$ cat src/rtl/fetch_unit.sv
// fetch_unit: instruction-fetch front end with loadable memory, PC register and IDLE/RUN/HALT control
//   clock, reset        rising-edge clock, synchronous active-high reset
//   load_en/addr/data   program load port, honoured only in IDLE
//   start               IDLE->RUN or HALT->RUN restart at RESET_PC
//   stall, jump/target, branch_taken/target   PC hold and redirects while running
//   pcQ, pcD, instruction                     fetch interface to the datapath
//   valid, halted, fetch_error, cycle_count   status
module fetch_unit #(
  parameter int MEM_WORDS = 64,
  parameter logic [31:0] RESET_PC = 32'h0000_0000,
  parameter logic [31:0] HALT_WORD = 32'h0000_000C,
  localparam int AW = $clog2(MEM_WORDS)
) (
  input  logic          clock,
  input  logic          reset,
  input  logic          load_en,
  input  logic [AW-1:0] load_addr,
  input  logic [31:0]   load_data,
  input  logic          start,
  input  logic          stall,
  input  logic          branch_taken,
  input  logic [31:0]   branch_target,
  input  logic          jump,
  input  logic [31:0]   jump_target,
  output logic [31:0]   pcQ,
  output logic [31:0]   pcD,
  output logic [31:0]   instruction,
  output logic          valid,
  output logic          halted,
  output logic          fetch_error,
  output logic [31:0]   cycle_count
);
  typedef enum logic [1:0] {IDLE, RUN, HALT} state_t;
  state_t state_q, state_d;
  logic [31:0] mem [MEM_WORDS];
  logic [31:0] pc_q, pc_d, cnt_q, cnt_d;
  logic err_q, err_d, in_range, halt_now, restart;
  assign in_range = pc_q[31:AW+2] == '0;
  assign instruction = in_range ? mem[pc_q[AW+1:2]] : 32'h0;
  // A halting cycle freezes the PC, so redirects presented with it are dropped.
  assign halt_now = state_q == RUN && (!in_range || (instruction == HALT_WORD && !stall));
  assign restart = state_q != RUN && start;
  always_ff @(posedge clock) begin
    if (reset) begin
      state_q <= IDLE;
      pc_q <= RESET_PC;
      cnt_q <= '0;
      err_q <= 1'b0;
    end else begin
      state_q <= state_d;
      pc_q <= pc_d;
      cnt_q <= cnt_d;
      err_q <= err_d;
    end
  end
  always_ff @(posedge clock)
    if (state_q == IDLE && load_en) mem[load_addr] <= load_data;
  always_comb begin
    state_d = state_q == RUN ? (halt_now ? HALT : RUN) : (start ? RUN : state_q);
  end
  always_comb begin
    valid = state_q == RUN && in_range;
    halted = state_q == HALT;
  end
  always_comb begin
    pcD = (state_q != RUN || halt_now || stall) ? pc_q :
          jump ? jump_target & ~32'd3 :
          branch_taken ? branch_target & ~32'd3 : pc_q + 32'd4;
    pc_d = restart ? RESET_PC : pcD;
    cnt_d = restart ? '0 : state_q == RUN ? cnt_q + {31'd0, ~&cnt_q} : cnt_q;
    err_d = restart ? 1'b0 : err_q | (state_q == RUN && !in_range);
  end
  assign pcQ = pc_q;
  assign fetch_error = err_q;
  assign cycle_count = cnt_q;
endmodule

$ cat config.mk
export PLATFORM = sky130hd
export DESIGN_NAME = fetch_unit
export DESIGN_NICKNAME = d
export VERILOG_FILES = /design/src/rtl/fetch_unit.sv
export SDC_FILE = /design/constraint.sdc
export NUM_CORES = 2
export LEC_CHECK = 0
export CELL_PAD_IN_SITES_DETAIL_PLACEMENT = 2
export CELL_PAD_IN_SITES_GLOBAL_PLACEMENT = 2
export CORE_MARGIN = 4
export CORE_UTILIZATION = 40
export CTS_CLUSTER_DIAMETER = 40
export DETAILED_ROUTE_END_ITERATION = 10
export GPL_TIMING_DRIVEN = 1
export PLACE_DENSITY = 0.68
export SLEW_MARGIN = 15
export SYNTH_ARGS = -nofsm -noshare
export SYNTH_HDL_FRONTEND = slang
export SYNTH_SLANG_ARGS = --single-unit
$ cat constraint.sdc
create_clock -name clock -period 5.7 [get_ports clock]
set_clock_uncertainty 0.15 [all_clocks]
set_input_delay 0.57 -clock clock [delete_from_list [all_inputs] [get_ports clock]]
set_output_delay 0.57 -clock clock [all_outputs]
set_load 0.02 [all_outputs]
# Word level (Yosys, flattened, before mapping)
# Memory sizes are Yosys's and may differ from the RTL's. A register that Yosys moved wholly into a read port is not among the register bits.
# Index checks and enable logic that the tools add are counted.
# Widths: inputs -> output; s select.
[totals] regBits=67 latch_bits=0 mem_bits_rw=2048 rom_bits=0 input_bits=109 out_inout_bits=131 n_memories=1
[classes] addsub=2 mul=0 n_div=0 order_cmp=0 eq_ne=4 shift=0 n_mux=10 bitwise_logic=1 n_reduce_logical=17
[memory_table] name="mem" words=64 word_bits=32 read_ports=1 rd_clocked_by_memory_dff=1 wr=1 line="35" source="logic [31:0] mem [MEM_WORDS];"
[ops] cell="$mux 32" count=4
[ops] cell="$add 32x1->32" count=1
[ops] cell="$add 32x3->32 const B" count=1
[ops] cell="$eq 32x4->1 const B" count=1
[ops] cell="$reduce_and 32->1" count=1
[ops] cell="$logic_not 24->1" count=1
[ops] cell="$logic_and 1x1->1" count=6
[ops] cell="$mux 2" count=3
[ops] cell="$mux 6" count=1
[ops] cell="$logic_not 1->1" count=3
[ops] cell="$logic_or 1x1->1" count=3
[ops] cell="$eq 2x1->1 const B" count=1
[ops] cell="$eq 2x2->1 const B" count=1
[ops] cell="$logic_not 2->1" count=1
[ops] cell="$mux 1" count=2
[ops] cell="$ne 2x1->1 const B" count=1
[ops] cell="$reduce_bool 2->1" count=1
[ops] cell="$reduce_or 2->1" count=1
[ops] cell="$or 1x1->1" count=1

# Longest topological paths before layout
[logic_depth] depth_word=10 depth_mapped=18 depth_no_buf=13

# Least setup slack after synthesis
# Ideal clock, no wire load.
[synth_path] kind="register to output" startpoint="register pc_q[2] (netlist: pcQ[2])" endpoint="output port pcD[4]" arrival_ps=4032 required_ps=4980 slack_ps=948 stages_incl_launch_ff=17 path_cell_list="dfxtp_1 buf_6 buf_8 buf_6 buf_4 buf_6 buf_6 buf_6 mux2i_1 a21oi_1 a31oi_1 o41ai_1 nor2_1 nand4b_1 o21ai_4 buf_6 a21oi_1"
[synth_via] elab_chain_len=4
[synth_rtl] element="start, declared" line="36" source="logic [31:0] pc_q, pc_d, cnt_q, cnt_d;"
[synth_rtl] element="start signal, assigned" line="51" source="pc_q <= pc_d;"
[synth_rtl] element="$add 32x3->32" line="68" source="branch_taken ? branch_target & ~32'd3 : pc_q + 32'd4;"
[synth_rtl] element="$mux 32" line="68"
[synth_rtl] element="$mux 32" line="67" source="jump ? jump_target & ~32'd3 :"
[synth_rtl] element="$mux 32" line="66" source="pcD = (state_q != RUN || halt_now || stall) ? pc_q :"
[synth_rtl] element="end, declared" line="26" source="output logic [31:0] pcD,"
# Every way passes these cells.

# Final worst setup path
[layout_path] startpoint="register pc_q[6] (netlist: pcQ[6])" endpoint="output port pcD[30]"
# Same word-level chain as after synthesis.

==> metrics.md <==
| Metric | Value |
|---|---|
| Status | finished with violations |
| Violated checks | negative setup slack |
| Worst-Skew Late Latency | 970 ps |
| Fmax | 160 MHz |
| Seq/Total Area, Yosys | 0.754 |
| Number of global-route vias before repair | 55673 |
| Sw frac | 0.264 |
| Hold_buf cts | 0 |
| Internal | 0.0305 W |
| Synth Flop Type | edfxtp_1 |
| Buffer and inverter count on the worst path | 6 |
| Worst setup SP type | flip-flop |
| Largest net degree at the start of global routing | 65 |
| Clock root buffer | clkbuf_16 |
| Most used routing layer | met2 |
| Die width | 464 um |
| Routed via count | 52408 |
| CTS H-tree depth | 5 |
| Top post-synthesis cells by count | edfxtp_1, mux4_2, mux2i_1, nand2_1, nor2_1 |
| Post-Syn Area | 0.0833 mm2 |
| RSZ-0062 raised after global routing | true |
| WL final | 354 mm |
| CP Class | flip-flop to output port |
| Met3 usage | 0.0678 |
| ANT nets after route | 0 |
| Number of DRC markers in iteration 0 | 7536 |
| Initial Utilization | 0.402 |
| Xor and xnor fraction of the mapped netlist area | 0.00568 |
| Worst Path Required | 4980 ps |
| Max-Cap Viols | 0 |
| Ys async rst share | 0 |
| Avg Cell Area, Syn | 19.5 um2 |
| Minimum clock period | 6260 ps |
| Die area | 0.216 mm2 |
| Simple-Gate Fraction of Synth Area | 0.0374 |
| Final Hold Fails | 0 |
| Max-slew headroom | 0.220 |
| Comb power frac | 0.107 |
| Synth top area share | 0.738 |
| CP arrival | 5540 ps |
| Rows | 167 |
| Met2 track demand over resource | 0.519 |
| Ys Warns | 0 |
| Crit-path slowest cell | nor4b_4 |
| Setup-failing EPs final | 34 |
| PD cells | 393 mW/mm2 |
| Core box area | 0.207 mm2 |
| Crit. End Element | output port |
| Netlist cell types | 85 |
| Final period utilization | 1.10 |
| Vias per inst | 6.42 |
| Mapped Nets | 4375 |
| Reg power frac | 0.415 |
| DRC | 0 |
| Clock sink total | 2115 |
| Port-buffer cells | 235 |
| Worst hold-check path type | primary input to flip-flop |
| Post-synthesis mux area share | 0.147 |
| CP Cell Sequence | inv_2, buf_12, nand2_1, a221oi_2, a32oi_1, nand4_1, nand3_2, buf_6, nor4b_4, buf_12, buf_8, a211oi_4, or2_1, buf_6 |
| CTS buffer count | 321 |
| Global route total overflow | 0 |
| First-pass GRT wire length | 485 mm |
| EDFF count, synth | 2048 |
| Clock buffer depth | 4 |
| Largest family of logic cells by synthesized area | multiplexers |
| CTS tree | yes |
| CP max stage delay | 690 ps |
| Max-slew violations | 0 |
| Slew of the pin with the lowest slew margin | 1170 ps |
| Dominant cell by count in the synthesized netlist | edfxtp_1 |
| Largest cells by area after synthesis | edfxtp_1, mux4_2, mux2i_1 |
| Initial antenna violation count | 19 |
| Met1 usage | 0.406 |
| Clk slew on worst S/H paths | 60 ps |
| Routed wire length per instance | 43.3 um |
| Share of layout cells above drive strength 1 | 0.328 |
| GRT Overall Usage | 0.323 |
| Routability cong. | 0.845 |
| FF+latch count, synth | 2115 |
| Hpwl dp | 199 mm |
| Net switching power | 0.0109 W |
| Compound-Gate Fraction of Synth Area | 0.0396 |
| Area grow syn2layout | 26.4% |
| Die Y | 464 um |
| Setup TNS | -14330 ps |
| Clock Power Share | 0.478 |
| Adder-Cell Fraction of Synth Area | 0.000450 |
| Fin util | 0.509 |
| Pre-antenna DRT Iters | 7 |
| Post-Synthesis Cells | 4263 |
| Total leakage power | 33.5 nW |
| Top delay family on crit path | simple AND/OR/NAND/NOR gates |
| Ports | 240 |
| Nets | 5246 |
| Setup WS post-layout | -557 ps |
| CP Max Fanout | 19 |
| Pwr Total | 0.0414 W |
| Post-synth top area cell | edfxtp_1 |
| Max VDD drop | 0.000381 V |
## power by group through the flow
stage / logic, W / registers [W] / clock network (W)
after floorplan: 0.00142 / 0.0175 / 0
after global placement: 0.00370 / 0.0175 / 0
after detailed placement: 0.00381 / 0.0175 / 0
after CTS: 0.00421 / 0.0172 / 0.0197
after global routing: 0.00446 / 0.0172 / 0.0207
final: 0.00444 / 0.0172 / 0.0198
## path summary, 6_finish.rpt
path	start	cells after the start	end	slack (ps)
hold / removal	load_data[24]	2	mem[43][24]	50
hold reg to reg	pcQ[0]	1	pcQ[0]	350
setup reg to reg	pcQ[2]	14	pcQ[2]	-70
setup / recovery	pcQ[6]	14	pcD[30]	-560
## through the flow
step / instances / cell area [um2] / hold WS [ps] / setup slack, ps
3_5_place_dp: 7479 / 92400 / 337 / -560
2_1_floorplan: 4263 / 83300 / 367 / 948
3_3_place_gp: 7479 / 92400 / 301 / -465
5_1_grt: 8161 / 105000 / 32.8 / -493
6_report: 8164 / 105000 / 46.4 / -557
4_1_cts: 8140 / 105000 / 110 / -283
## cell families (layout without fill, tap and decap cells)
logic type / Yosys count / in the layout
flops: 2115 / 2115
mux: 719 / 719
simple gates: 659 / 659
compound gates: 462 / 462
buf+inv: 251 / 1361
xor+xnor: 54 / 54
fa+ha+maj: 3 / 3
other cells: 0 / 3
## placed cells by master, fill, tap and decap left out, types with 46 or more instances in the layout
| cell | n |
|---|---|
| nor2_1 | 115 |
| clkdlybuf4s50_1 | 167 |
| nand2_1 | 203 |
| nor2_4 | 67 |
| nand3_1 | 64 |
| edfxtp_1 | 2048 |
| buf_12 | 74 |
| mux4_2 | 399 |
| a22oi_1 | 86 |
| dfxtp_1 | 61 |
| o21ai_0 | 46 |
| clkbuf_16 | 325 |
| mux2i_1 | 284 |
| buf_6 | 63 |
| buf_4 | 417 |
| a21oi_1 | 67 |
## metal layers
metal,vias up,share of wire,wire [um]
met1,28003,0.36,127000
met3,1066,0.097,34400
met5,-,0.00028,100
met2,3915,0.47,168000
li1,19408,-,-
met4,16,0.069,24300
## registers in the layout (all words and copies together), names as in the netlist
register and count:
mem 2048, state_q 2, fetch_error 1, pcQ 32, cycle_count 32
## cell type report
cell class / count / area [um2]
diodes: 3 / 7.51
clock buffers: 365 / 8280
clock inverters: 197 / 2010
fillers: 18088 / 102000
inverters: 17 / 71.3
multi-input cells: 1897 / 20500
flip-flops and latches: 2115 / 62900
well taps: 2788 / 3490
repair buffers: 782 / 8140
## timing repair
item / in CTS / in global routing
pin swaps: 52 / 23
setup endpoints to repair: 39 / 32
hold endpoints to repair: 0 / 0
gates cloned: 19 / 0
gates resized for setup: 356 / 81
setup buffers: 81 / 23
(Power assumes the default switching activity.)
